File: src/rtl/serial_sub_8.sv
`default_nettype none
// ============================================================================
// serial_sub_8 : bit-serial 8-bit subtractor, d = a - b - bin, LSB first.
//   Optional signed-overflow output enabled by macro SERIAL_SUB_OVF_EN.
// Revision: 1.0
// ============================================================================
module serial_sub_8 (
  input  logic       clk,
  input  logic       rst,
  input  logic       start,
  input  logic [7:0] a,
  input  logic [7:0] b,
  input  logic       bin,
  output logic       busy,
  output logic       done,
  output logic [7:0] d,
  output logic       bout
`ifdef SERIAL_SUB_OVF_EN
  ,
  output logic       ovf
`endif
);

  typedef enum logic [1:0] {
    IDLE  = 2'd0,
    SHIFT = 2'd1,
    DONE  = 2'd2
  } state_t;

  state_t     state_q, state_d;
  logic [7:0] a_sh_q, a_sh_d;
  logic [7:0] b_sh_q, b_sh_d;
  logic [7:0] res_q, res_d;
  logic [7:0] d_q, d_d;
  logic [2:0] cnt_q, cnt_d;
  logic       br_q, br_d;
  logic       bout_q, bout_d;
  logic       busy_q, busy_d;
  logic       done_q, done_d;

  logic       w_ai, w_bi, w_diff, w_borrow;

  // Single full-subtractor cell shared by all eight bit positions
  assign w_ai     = a_sh_q[0];
  assign w_bi     = b_sh_q[0];
  assign w_diff   = w_ai ^ w_bi ^ br_q;
  assign w_borrow = (~w_ai & w_bi) | (~(w_ai ^ w_bi) & br_q);

`ifdef SERIAL_SUB_OVF_EN
  logic a7_q, a7_d;
  logic b7_q, b7_d;
  logic ovf_q, ovf_d;
`endif

  always_comb begin
    state_d = state_q;
    a_sh_d  = a_sh_q;
    b_sh_d  = b_sh_q;
    res_d   = res_q;
    d_d     = d_q;
    cnt_d   = cnt_q;
    br_d    = br_q;
    bout_d  = bout_q;
    busy_d  = busy_q;
    done_d  = 1'b0;
`ifdef SERIAL_SUB_OVF_EN
    a7_d    = a7_q;
    b7_d    = b7_q;
    ovf_d   = ovf_q;
`endif
    case (state_q)
      IDLE: begin
        if (start) begin
          state_d = SHIFT;
          a_sh_d  = a;
          b_sh_d  = b;
          br_d    = bin;
          cnt_d   = 3'd0;
          res_d   = 8'h00;
          busy_d  = 1'b1;
`ifdef SERIAL_SUB_OVF_EN
          a7_d    = a[7];
          b7_d    = b[7];
`endif
        end
      end
      SHIFT: begin
        res_d  = {w_diff, res_q[7:1]};
        br_d   = w_borrow;
        a_sh_d = {1'b0, a_sh_q[7:1]};
        b_sh_d = {1'b0, b_sh_q[7:1]};
        cnt_d  = cnt_q + 3'd1;
        // Publish on the last bit so done and the new d appear together
        if (cnt_q == 3'd7) begin
          state_d = DONE;
          d_d     = {w_diff, res_q[7:1]};
          bout_d  = w_borrow;
          done_d  = 1'b1;
`ifdef SERIAL_SUB_OVF_EN
          ovf_d   = (a7_q ^ b7_q) & (a7_q ^ w_diff);
`endif
        end
      end
      DONE: begin
        state_d = IDLE;
        busy_d  = 1'b0;
      end
      default: begin
        state_d = IDLE;
        busy_d  = 1'b0;
      end
    endcase
  end

  always_ff @(posedge clk or posedge rst) begin
    if (rst) begin
      state_q <= IDLE;
      a_sh_q  <= 8'h00;
      b_sh_q  <= 8'h00;
      res_q   <= 8'h00;
      d_q     <= 8'h00;
      cnt_q   <= 3'd0;
      br_q    <= 1'b0;
      bout_q  <= 1'b0;
      busy_q  <= 1'b0;
      done_q  <= 1'b0;
    end else begin
      state_q <= state_d;
      a_sh_q  <= a_sh_d;
      b_sh_q  <= b_sh_d;
      res_q   <= res_d;
      d_q     <= d_d;
      cnt_q   <= cnt_d;
      br_q    <= br_d;
      bout_q  <= bout_d;
      busy_q  <= busy_d;
      done_q  <= done_d;
    end
  end

`ifdef SERIAL_SUB_OVF_EN
  always_ff @(posedge clk or posedge rst) begin
    if (rst) begin
      a7_q  <= 1'b0;
      b7_q  <= 1'b0;
      ovf_q <= 1'b0;
    end else begin
      a7_q  <= a7_d;
      b7_q  <= b7_d;
      ovf_q <= ovf_d;
    end
  end

  assign ovf = ovf_q;
`endif

  assign busy = busy_q;
  assign done = done_q;
  assign d    = d_q;
  assign bout = bout_q;

endmodule
`default_nettype wire
File: config.mk
export PLATFORM = sky130hd
export DESIGN_NAME = serial_sub_8
export DESIGN_NICKNAME = d
export VERILOG_FILES = /design/src/rtl/serial_sub_8.sv
export SDC_FILE = /design/constraint.sdc
export NUM_CORES = 1
export LEC_CHECK = 0
export CAP_MARGIN = 20
export CORE_UTILIZATION = 50
export DETAILED_ROUTE_END_ITERATION = 12
export PLACE_DENSITY = 0.76
export SLEW_MARGIN = 20
export SYNTH_ARGS = -nofsm -noshare
export SYNTH_HDL_FRONTEND = slang
export SYNTH_SLANG_ARGS = --single-unit
File: constraint.sdc
create_clock -name clk -period 1.65 [get_ports clk]
set_input_delay 0.2475 -clock clk [delete_from_list [all_inputs] [get_ports clk]]
set_output_delay 0.2475 -clock clk [all_outputs]
set_load 0.02 [all_outputs]
After elaboration in Yosys (flattened, before gate mapping)
Index checks and enable logic that the tools add are counted.
- bits in registers: 41
- output and inout port bits: 11
- reduce and logical (&&, ||, !) cells: 6
- bitwise logic cells: 8
- mux-type cells: 17
- $add $sub $neg: 1
- equal/unequal tests: 4
- operators with widths (cell ; number):
    $pmux 8 s2 ; 3
    $mux 8 ; 3
    $reduce_and 2->1 ; 4
    $pmux 3 s2 ; 1
    $mux 1 ; 4
    $mux 2 ; 2
    $ne 2x2->1 const B ; 2
    $pmux 1 s2 ; 2
    $pmux 2 s2 ; 1
    $add 3x1->3 const B ; 1
    $eq 3x3->1 const B ; 1
    $mux 3 ; 1
    $not 1->1 ; 3
    $and 1x1->1 ; 2
    $eq 2x1->1 const B ; 1
    $logic_not 2->1 ; 1
    $reduce_bool 2->1 ; 1
    $xor 1x1->1 ; 2
    $or 1x1->1 ; 1

Longest topological paths before layout
Gate-level depths: netlist (run 1).
- word-level depth: 5
- mapped depth: 6

Worst setup path before layout (run 1)
OpenSTA, ideal clock, no wires.
- kind: flip-flop to flip-flop
- from: reg cnt_q[0]
- to: reg d_q[0], in the netlist d[0]
- data required time: 1.525 ns
- setup slack: 0.163 ns
- data arrival time: 1.362 ns
- buffers on the path: 1
- cell stages (with the launch flop): 6
- cell sequence: dfrtp_1 > ha_1 > ha_1 > nand3b_1 > buf_4 > mux2_2
- longest elaborated chain between the ends: 2
- RTL lines (what ; line ; source):
    start, declared ; 35 ; logic [2:0] cnt_q, cnt_d;
    start signal, assigned ; 133 ; cnt_q <= cnt_d;
    $eq 3x3->1 ; 94 ; if (cnt_q == 3'd7) begin
    $reduce_and 2->1 (no source line) ; -- ;
    end signal, assigned ; 121 ; d_q <= 8'h00;
    end signal, assigned ; 132 ; d_q <= d_d;
    end, declared ; 34 ; logic [7:0] d_q, d_d;
No other way between the ends.
A chain may end at the register's enable or synchronous reset.

Worst setup path in the final report (run 1)
- from: reg d_q[3], in the netlist d[3]
- to: out d[3]
- RTL lines (what ; line ; source):
    end, declared ; 16 ; output logic [7:0] d,
No word-level cell between the ends.

==> results of run 1 <==
==> stage by stage <==
step           std cells  area (sq um)
5_1_grt              230          2258
6_report             230          2258
3_3_place_gp         222          2180
3_5_place_dp         222          2180
2_1_floorplan        142          1747
4_1_cts              230          2256
==> sequential cells by signal (all words and copies together) (netlist names) <==
register,flops
d,8
busy,1
a_sh_q,8
res_q,7
bout,1
state_q,2
done,1
cnt_q,3
b_sh_q,8
br_q,1
==> timing repair <==
item / CTS / global route
resized for setup: 0 / 1
hold buffers: 0 / 0
endpoints found under the setup margin: 0 / 1
==> final cells by class <==
| cell class | instances | area, sq um |
|---|---|---|
| inverter | 10 | 37.54 |
| timing repair buffer | 42 | 430.4 |
| fill | 272 | 1079 |
| multi-input combinational | 84 | 655.6 |
| clock buffer | 6 | 41.29 |
| tap | 46 | 57.56 |
| sequential | 40 | 1001 |
| clock inverter | 2 | 35.03 |
==> per-layer routing <==
layer  part of all wire  up-vias  GRT usage
li1                   -      600          -
met1               0.40      625     0.2538
met2               0.52       39     0.3727
met3              0.053       12    0.06933
met4              0.023        0     0.1006
met5                  0        -          0
==> worst register-to-register path: stages (launching register included) <==
cell and delay (ns):
dfrtp_1 0.41, ha_1 0.21, ha_1 0.19, nand3b_1 0.16, buf_12 0.15, mux2_2 0.34
==> final timing paths <==
path | to | slack (ns) | from
max | d[3] | 0.09 | d[3]$_DFFE_PP0P_
min reg2reg | bout$_DFFE_PP0P_ | 0.51 | bout$_DFFE_PP0P_
min in group clk | a_sh_q[7]$_DFFE_PP0P_ | 0.50 | a[7]
max in group asynchronous | cnt_q[1]$_DFFE_PP0P_ | 1.21 | rst
min | d[4]$_DFFE_PP0P_ | 0.25 | rst
max reg2reg | d[3]$_DFFE_PP0P_ | 0.10 | cnt_q[0]$_DFFE_PP0P_
==> cell families after synthesis <==
kind of cell             share of synthesized area
buffers and inverters                      0.05157
adder cells (fa/ha/maj)                    0.02579
AO/OA/AOI/OAI                               0.1798
multiplexers                               0.05158
AND/OR/NAND/NOR                             0.1182
flip-flops                                  0.5731
==> power by group <==
group          total, mW  internal (mW)  leakage, nW  switching (mW)
clock              0.618          0.318       0.0422           0.301
combinational       1.67          0.904        0.492           0.766
sequential          1.64           1.40        0.499           0.241
==> placed cells by master (no fill, tap or decap), types with 2 or more instances in the layout <==
master            n
a21oi_1           6
a221o_1           4
a221oi_1          4
a22o_1           11
buf_12            3
buf_4             9
clkbuf_4          5
clkdlybuf4s50_1  29
dfrtp_1          40
ha_1              2
inv_1            10
mux2_2            8
nand2_1           6
nand2b_1          6
nand3b_1          2
nor2_1            2
nor2b_1           6
nor3b_1          10
o21ai_0           6
o22a_1            4
==> impl_metrics.py, run 1 <==
metrics = {
    "floorplanning": {
        "die_h_um": 61.11,
        "start_util": 0.5234,
        "die-area_sq_um": 3734,
        "die_w_um": 61.11,
        "coreArea_sq_um": 3337,
        "rows": 21,
        "ios": 31,
    },
    "timing": {
        "final_hold_viol_count": 0,
        "slew_viol_final": 0,
        "fin_ws_ns": 0.08575,
        "fin_crit_sh": 0.9480,
        "final.setup.tns_ns": 0,
        "fin_skew_ns": 0.008475,
        "slew-limit-headroom": 0.6982,
        "holdWs_ns": 0.2530,
        "worst_slew_pin_slew_ns": 0.4518,
        "max_freq_ghz": 0.6393,
        "finalSetupViolations": 0,
        "fin_crit_ns": 1.564,
        "rsz0062_at_grt": "false",
    },
    "setup_path": {
        "crit_cells": 1,
        "ff2ff_path_depth": 5,
        "cp_num_buf_inv": 1,
        "max_stage_delay_ns": 0.61,
        "critPathSlowestCell": "clkdlybuf4s50_1",
        "critical_path_class": "reg -> out",
        "crit_family": "buffers and inverters",
        "crit_path_end_kind": "primary output",
        "cp_max_fo": 2,
        "arrival_ns": 1.32,
        "path_cells": "clkdlybuf4s50_1",
        "critPathRequiredTime_ns": 1.40,
        "startpoint_type": "register",
    },
    "final_layout": {
        "area_growth_pct": 29.30,
        "post-route-util": 0.6768,
        "drive_gt1_frac": 0.1630,
        "diodes": 0,
        "nets": 206,
    },
    "clock_network": {
        "htree_num_levels": 2,
        "post_cts.repair.setup_buffers": 0,
        "cts_tree": "yes",
        "cts_root_buffer": "clkbuf_4",
        "path_clk_slew_ns": 0.11,
        "cts_made_buffers": 5,
        "cts_sinks": 40,
        "cts.path.max_buffers": 2,
        "clock_latency_ns": 0.34,
    },
    "route": {
        "drcViolationCount": 0,
        "vias": 1276,
        "wirelength_um": 3369,
        "ant_nets": 0,
        "drt-wirelength-per-cell_um": 14.65,
        "drt_iter0_markers": 59,
        "routed_via_density": 5.548,
        "dr.pass1.iters": 4,
    },
    "synthesis": {
        "synth_area_leaders": "dfrtp_1 57%, a22o_1 5.5%, mux2_2 5.2%",
        "synth_seq_cells": 40,
        "yosysWarningCount": 0,
        "synth_nets": 165,
        "synthTopCellsByCount": "40 x dfrtp_1, 11 x a22o_1, 10 x inv_1, 10 x nor3b_1, 8 x mux2_2",
        "synth_top_area_share": 0.5731,
        "syn_avg_cell_area_sq_um": 12.30,
        "synth-edff-count": 0,
        "synth_sequential_area_ratio": 0.5731,
        "postSynth.asyncResetShare": 1.000,
        "yosysMostFrequentCell": "dfrtp_1",
        "ys.flop_type": "dfrtp_1",
        "synth_top_area_cell": "dfrtp_1",
        "netlist_instances": 142,
        "netlist_area_sq_um": 1747,
        "ys_types": 28,
    },
    "global_routing": {
        "grt_pass1_vias": 1300,
        "overflow": 0,
        "grt_usage": 0.2196,
        "antenna_found_initial": 0,
        "grt_pass1_wl_um": 5809,
        "grt_max_degree": 41,
    },
    "placed_design": {
        "hpwl_um": 2523,
        "place_ws_ns": 0.09196,
        "portBuffers": 30,
        "globalplace.congestion": 0.8249,
    },
    "flow_run": {
        "maxCapViolCount": 0,
    },
    "power_and_ir_drop": {
        "ir_worst_vdd_mv": 0.7318,
        "finalPower_mw": 3.929,
        "p_leak_nw": 1.033,
        "power.density_nw_per_um2": 1740,
    },
    "outcome": {
        "outcome": "complete, no violations",
    },
    "worst_hold_path": {
        "hold_class": "in -> async",
    },
}
No activity file was read; power rests on OpenSTA's default activity.
==> inputs of run 2 (changes only) <==
--- a/config.mk
+++ b/config.mk
@@ -8,6 +8,7 @@
 export CAP_MARGIN = 20
 export CORE_UTILIZATION = 50
 export DETAILED_ROUTE_END_ITERATION = 12
+export GPL_TIMING_DRIVEN = 1
 export PLACE_DENSITY = 0.76
 export SLEW_MARGIN = 20
 export SYNTH_ARGS = -nofsm -noshare
==> results of run 2 <==
No change in the layout: final DEF, timing and power equal those of run 1.
==> patch 1: new RTL, flow settings as in run 1 <==
Build with the macro `SERIAL_SUB_OVF_EN` defined.
--- a/src/rtl/serial_sub_8.sv
+++ b/src/rtl/serial_sub_8.sv
@@ -4,6 +4,8 @@
 //   Optional signed-overflow output enabled by macro SERIAL_SUB_OVF_EN.
 // Revision: 1.0
 // ============================================================================
+`define SERIAL_SUB_OVF_EN
+
 module serial_sub_8 (
   input  logic       clk,
   input  logic       rst,
Formal check against the unedited RTL (old outputs only; new: ovf): equivalent (equiv_simple and equiv_induct, registers matched by name and starting in step).
==> patch 1 against run 1 <==
  * Cell area up 5.7%
  * Register-to-register slack better by 0.03 ns
  * Clock skew down 0.0031 ns
  * Synthesized area up 7.2%
  * Final cell count up 5.2%
  * Routed wire length up 4.2%
  * Worst setup slack better by 0.045 ns
  * Critical path depth unchanged
  * Sequential cell count up 3
  * Worst hold slack better by 0.059 ns
  * Total power up 9.9%
  * Maximum frequency up 3.0%
  * Largest power group is now sequential cells
==> patch 1: results (changes against run 1) <==
| Metric | Value |
|---|---|
| Total of plain and repair buffers excluding clock buffers | 39 (-7.1%) |
| Reported clock group power | 0.000937 W (+52%) |
| Arrival @ worst endpoint | 1.27 ns (-0.05 ns) |
| Final wirelength | 3512 µm (+4.2%) |
| Seq Cell Count | 43 (+7.5%) |
| Worst setup timing slack at the placement stage | 0.01380 ns (-0.07816 ns) |
| Final weighted congestion in routability-driven placement | 0.7358 (-11%) |
| Synthesized instance count | 160 (+13%) |
| Port bufs | 31 (+3.3%) |
| Overall track demand over capacity in global routing | 0.2075 (-0.01205) |
| Met3 demand-to-capacity share in global routing | 0.05435 (-0.01498) |
| Number of inverters outside the clock class in the layout | 6 (-4) |
| Post-route clock skew | 0.005371 ns (-0.003103 ns) |
| Met1 wire length | 1551 µm (+15%) |
| Leakage power of the design | 1.152 nW (+11%) |
| Share of the core filled with cells | 0.6880 (+0.01116) |
| Power Sequential | 0.00179 W (+9%) |
| Minimum hold slack | 0.3125 ns (+0.05948 ns) |
| PwrDens | 1810 nW/µm² (+4.0%) |
| Final Cycle Share | 0.9206 (-0.02742) |
| Slew Limit Headroom | 0.5762 (-0.1220) |
| Net count after synthesis | 183 (+11%) |
| Final Instance Area | 2386 µm² (+5.7%) |
| Maximum number of pins on one net before global-route repair | 44 (+7.3%) |
| Status | finished, final reports clean |
| Worst reg2reg endpoint | cnt_q[0] |
| Depth of the worst register-to-register path | 2 (-3) |
| Sequential fraction of the synthesis area | 0.5749 (+0.001800) |
| Met3 routed wirelength | 117 µm (-34%) |
| Root buf cell | sky130_fd_sc_hd__clkbuf_8 |
| Cell total after placement | 234 (+5.4%) |
| Fraction of area in multi-input gates | 0.2994 (+0.009119) |
| Startpoint of the most critical register-to-register path | state_q[0] |
| Starting DRC count in detailed routing | 48 (-19%) |
| Number of fill cells in the layout | 279 (+2.6%) |
| Total length of routed met2 wires | 1805 µm (+2.7%) |
| Met2 track demand over resource | 0.3427 (-0.02993) |
| Count of multi-input gates | 100 (+19%) |
| Clock buffer and inverter area fraction after layout | 0.05558 (+0.02179) |
| Area after DPL | 2251 µm² (+3.3%) |
| Vias | 1293 (+1.3%) |
| Net count, final | 218 (+5.8%) |
[patch 1: changes by cell type after synthesis, moves of 5 or more]
cell	run 1	this run
sky130_fd_sc_hd__nor2b_1	6	1
sky130_fd_sc_hd__o21ai_1	0	16
sky130_fd_sc_hd__and3b_1	0	15
sky130_fd_sc_hd__o21ai_0	6	0
sky130_fd_sc_hd__nor3b_1	10	0
sky130_fd_sc_hd__nand2_1	6	17
sky130_fd_sc_hd__mux2_1	0	10
sky130_fd_sc_hd__a21oi_1	6	19
sky130_fd_sc_hd__buf_2	2	7
sky130_fd_sc_hd__mux2_2	8	1
[patch 1: repair_timing]
item | 4_1_cts | 5_1_grt
hold buffers | 0 | 0
endpoints found under the setup margin | 0 | 10
buffers inserted | 0 | 0
gates resized for setup | 0 | 1
[patch 1: cells by family after synthesis]
group | Yosys count | share of synthesized area
buf+inv | 17 | 0.04478
fa+ha+maj | 3 | 0.02406
compound gates | 47 | 0.1551
flops | 43 | 0.5749
simple gates | 39 | 0.1350
mux | 11 | 0.06618
==> patch 2: new RTL, settings of run 1 <==
Without the edit above. Register the output `d` once more, with the module's reset; this adds one clock of latency there. The other outputs are not delayed to match.
--- a/src/rtl/serial_sub_8.sv
+++ b/src/rtl/serial_sub_8.sv
@@ -156,7 +156,13 @@
 
   assign busy = busy_q;
   assign done = done_q;
-  assign d    = d_q;
+  always_ff @(posedge clk or posedge rst) begin
+    if (rst) begin
+      d <= '0;
+    end else begin
+      d <= d_q;
+    end
+  end
   assign bout = bout_q;
 
 endmodule
Check against the original RTL: not equivalent (Yosys sat finds a counterexample within 10 cycles, from zero or initial values and one cycle with rst high).
==> patch 2 against run 1 <==
  * Critical path depth unchanged
  * Routed wire length up 5.3%
  * Synthesized cell count grew 3.5%
  * Maximum frequency increased by 2.9%
  * Worst setup slack gained 0.043 ns
  * Clock power increased by 35%
  * Final cell count grew 2.2%
  * Synthesized area increased by 9.9%
  * Cell area up 7.4%
  * Sequential cell count grew 8
  * Non-clock buffer count down 1
  * Total power is 15% higher
  * Sequential share of layout area up 5.2 points
==> patch 2: results (changes against run 1) <==
| Metric | Value |
|---|---|
| Status | finished, final reports clean |
| Source-to-sink clock delay at the later pin of the worst-skew pair | 0.30 ns (-0.04 ns) |
| Arrival @ worst endpoint | 1.27 ns (-0.05 ns) |
| Synthesized-area fraction occupied by adder cells | 0.02347 (-0.002320) |
| Main area contributors after synthesis | sky130_fd_sc_hd__dfrtp_1 (63%), sky130_fd_sc_hd__o22ai_1 (5.9%), sky130_fd_sc_hd__a22o_1 (5.0%), sky130_fd_sc_hd__mux2_4 (4.7%), sky130_fd_sc_hd__a21oi_1 (3.7%) |
| Synthesized instance count | 147 (+3.5%) |
| Sw Ratio | 0.3303 (-0.002719) |
| Post-route clock skew | 0.006242 ns (-0.002233 ns) |
| ANT cells | 0 (unchanged) |
| Starting DRC count in detailed routing | 43 (-27%) |
| Largest fanout on the critical path | 2 (unchanged) |
| Net count after synthesis | 170 (+3.0%) |
| Transition time at the pin with the least slew margin | 0.5142 ns (+0.06244 ns) |
| Worst setup timing slack at the placement stage | 0.02426 ns (-0.06770 ns) |
| Cell with the largest stage delay on the worst path | sky130_fd_sc_hd__clkdlybuf4s50_1 |
| Final weighted congestion in routability-driven placement | 0.7543 (-8.6%) |
| Max rail drop VDD | 0.9514 mV (+30%) |
| Worst reg2reg endpoint | d_q[5] |
| Root buf cell | sky130_fd_sc_hd__clkbuf_8 |
| Start point of the critical path | busy |
| Cell total after placement | 227 (+2.3%) |
| Flop-to-flop setup slack | 0.13 ns (+0.03 ns) |
| Synth async-reset ratio | 1.000 (unchanged) |
| Area after DPL | 2306 µm² (+5.8%) |
| Sequential fraction of the synthesis area | 0.6258 (+0.05275) |
| Leakage power of the design | 1.107 nW (+7.2%) |
| Depth of the worst register-to-register path | 4 (-1) |
| Leading cell types by count after synthesis | sky130_fd_sc_hd__dfrtp_1 (48), sky130_fd_sc_hd__o22ai_1 (18), sky130_fd_sc_hd__a21oi_1 (14) |
| Overall track demand over capacity in global routing | 0.1948 (-0.02473) |
| Vias | 1324 (+3.8%) |
| Number of rows in the core area | 22 (+4.8%) |
| Maximum number of pins on one net before global-route repair | 17 (-59%) |
| Fraction of final layout cells sized beyond drive strength 1 | 0.1658 (+0.002732) |
| Multiplexer share of the synthesized area | 0.05867 (+0.007094) |
| Worst setup path endpoint | busy |
| Net count, final | 209 (+1.5%) |
| Clock transition at the register clock pins on the worst setup and hold paths after CTS | 0.09 ns (-0.02 ns) |
| Port bufs | 30 (unchanged) |
| Number of global-route vias before repair | 1287 (-1.0%) |
| Fin cells | 235 (+2.2%) |
| Compound-gate portion of the synthesized area | 0.1858 (+0.005989) |
| Wire length of the first global-routing pass | 6009 µm (+3.4%) |
patch 2: changes by cell type in the layout (fill, tap and decap cells not counted), sizes merged, moves of 4 or more:
cell           run 1  this run
o22ai              0        18
a21oi              6        14
dfrtp             40        48
nor3b             10         2
nor2b              6         0
a221o              4         0
nand2              6         2
nand2b             6         2
patch 2: cell type report:
| class | count | area [µm²] |
|---|---|---|
| Clock inverter | 3 | 42.54 |
| Timing Repair Buffer | 41 | 382.9 |
| Tap cell | 48 | 60.06 |
| Multi-Input combinational cell | 81 | 636.9 |
| Fill cell | 299 | 1235 |
| Clock buffer | 5 | 68.82 |
| Sequential cell | 48 | 1201 |
| Inverter | 9 | 33.78 |
patch 2: power by group through the flow:
stage	clock network [W]	registers [W]	logic, W
floorplan	0	0.00209	0.00103
global placement	0	0.00202	0.00160
detailed placement	0	0.00205	0.00166
CTS	0.000844	0.00203	0.00167
global route	0.000896	0.00210	0.00183
finish	0.000833	0.00203	0.00166
patch 2: routing by layer:
metal / global-route usage / wire [µm] / share of wire / vias up
li1: - / - / - / 621
met1: 0.2545 / 1536 / 0.43 / 653
met2: 0.3165 / 1771 / 0.50 / 42
met3: 0.05357 / 175 / 0.049 / 8
met4: 0.05966 / 65 / 0.018 / 0
met5: 0 / 0 / 0 / -
patch 2: repair_timing:
action,4_1_cts,5_1_grt
resized for setup,0,1
setup endpoints to repair,0,8
endpoints found under the hold margin,0,0
patch 2: worst min path at each step:
stage | cells after the start | end | slack (ns) | start
2_1_floorplan | 0 | d[5] | 0.35 | d_q[5]
3_3_place_gp | 0 | d[6] | 0.36 | d_q[6]
3_5_place_dp | 0 | d[6] | 0.36 | d_q[6]
4_1_cts | 2 | d[4] | 0.23 | rst
5_1_grt | 2 | bout | 0.24 | rst
6_report | 2 | done | 0.23 | rst
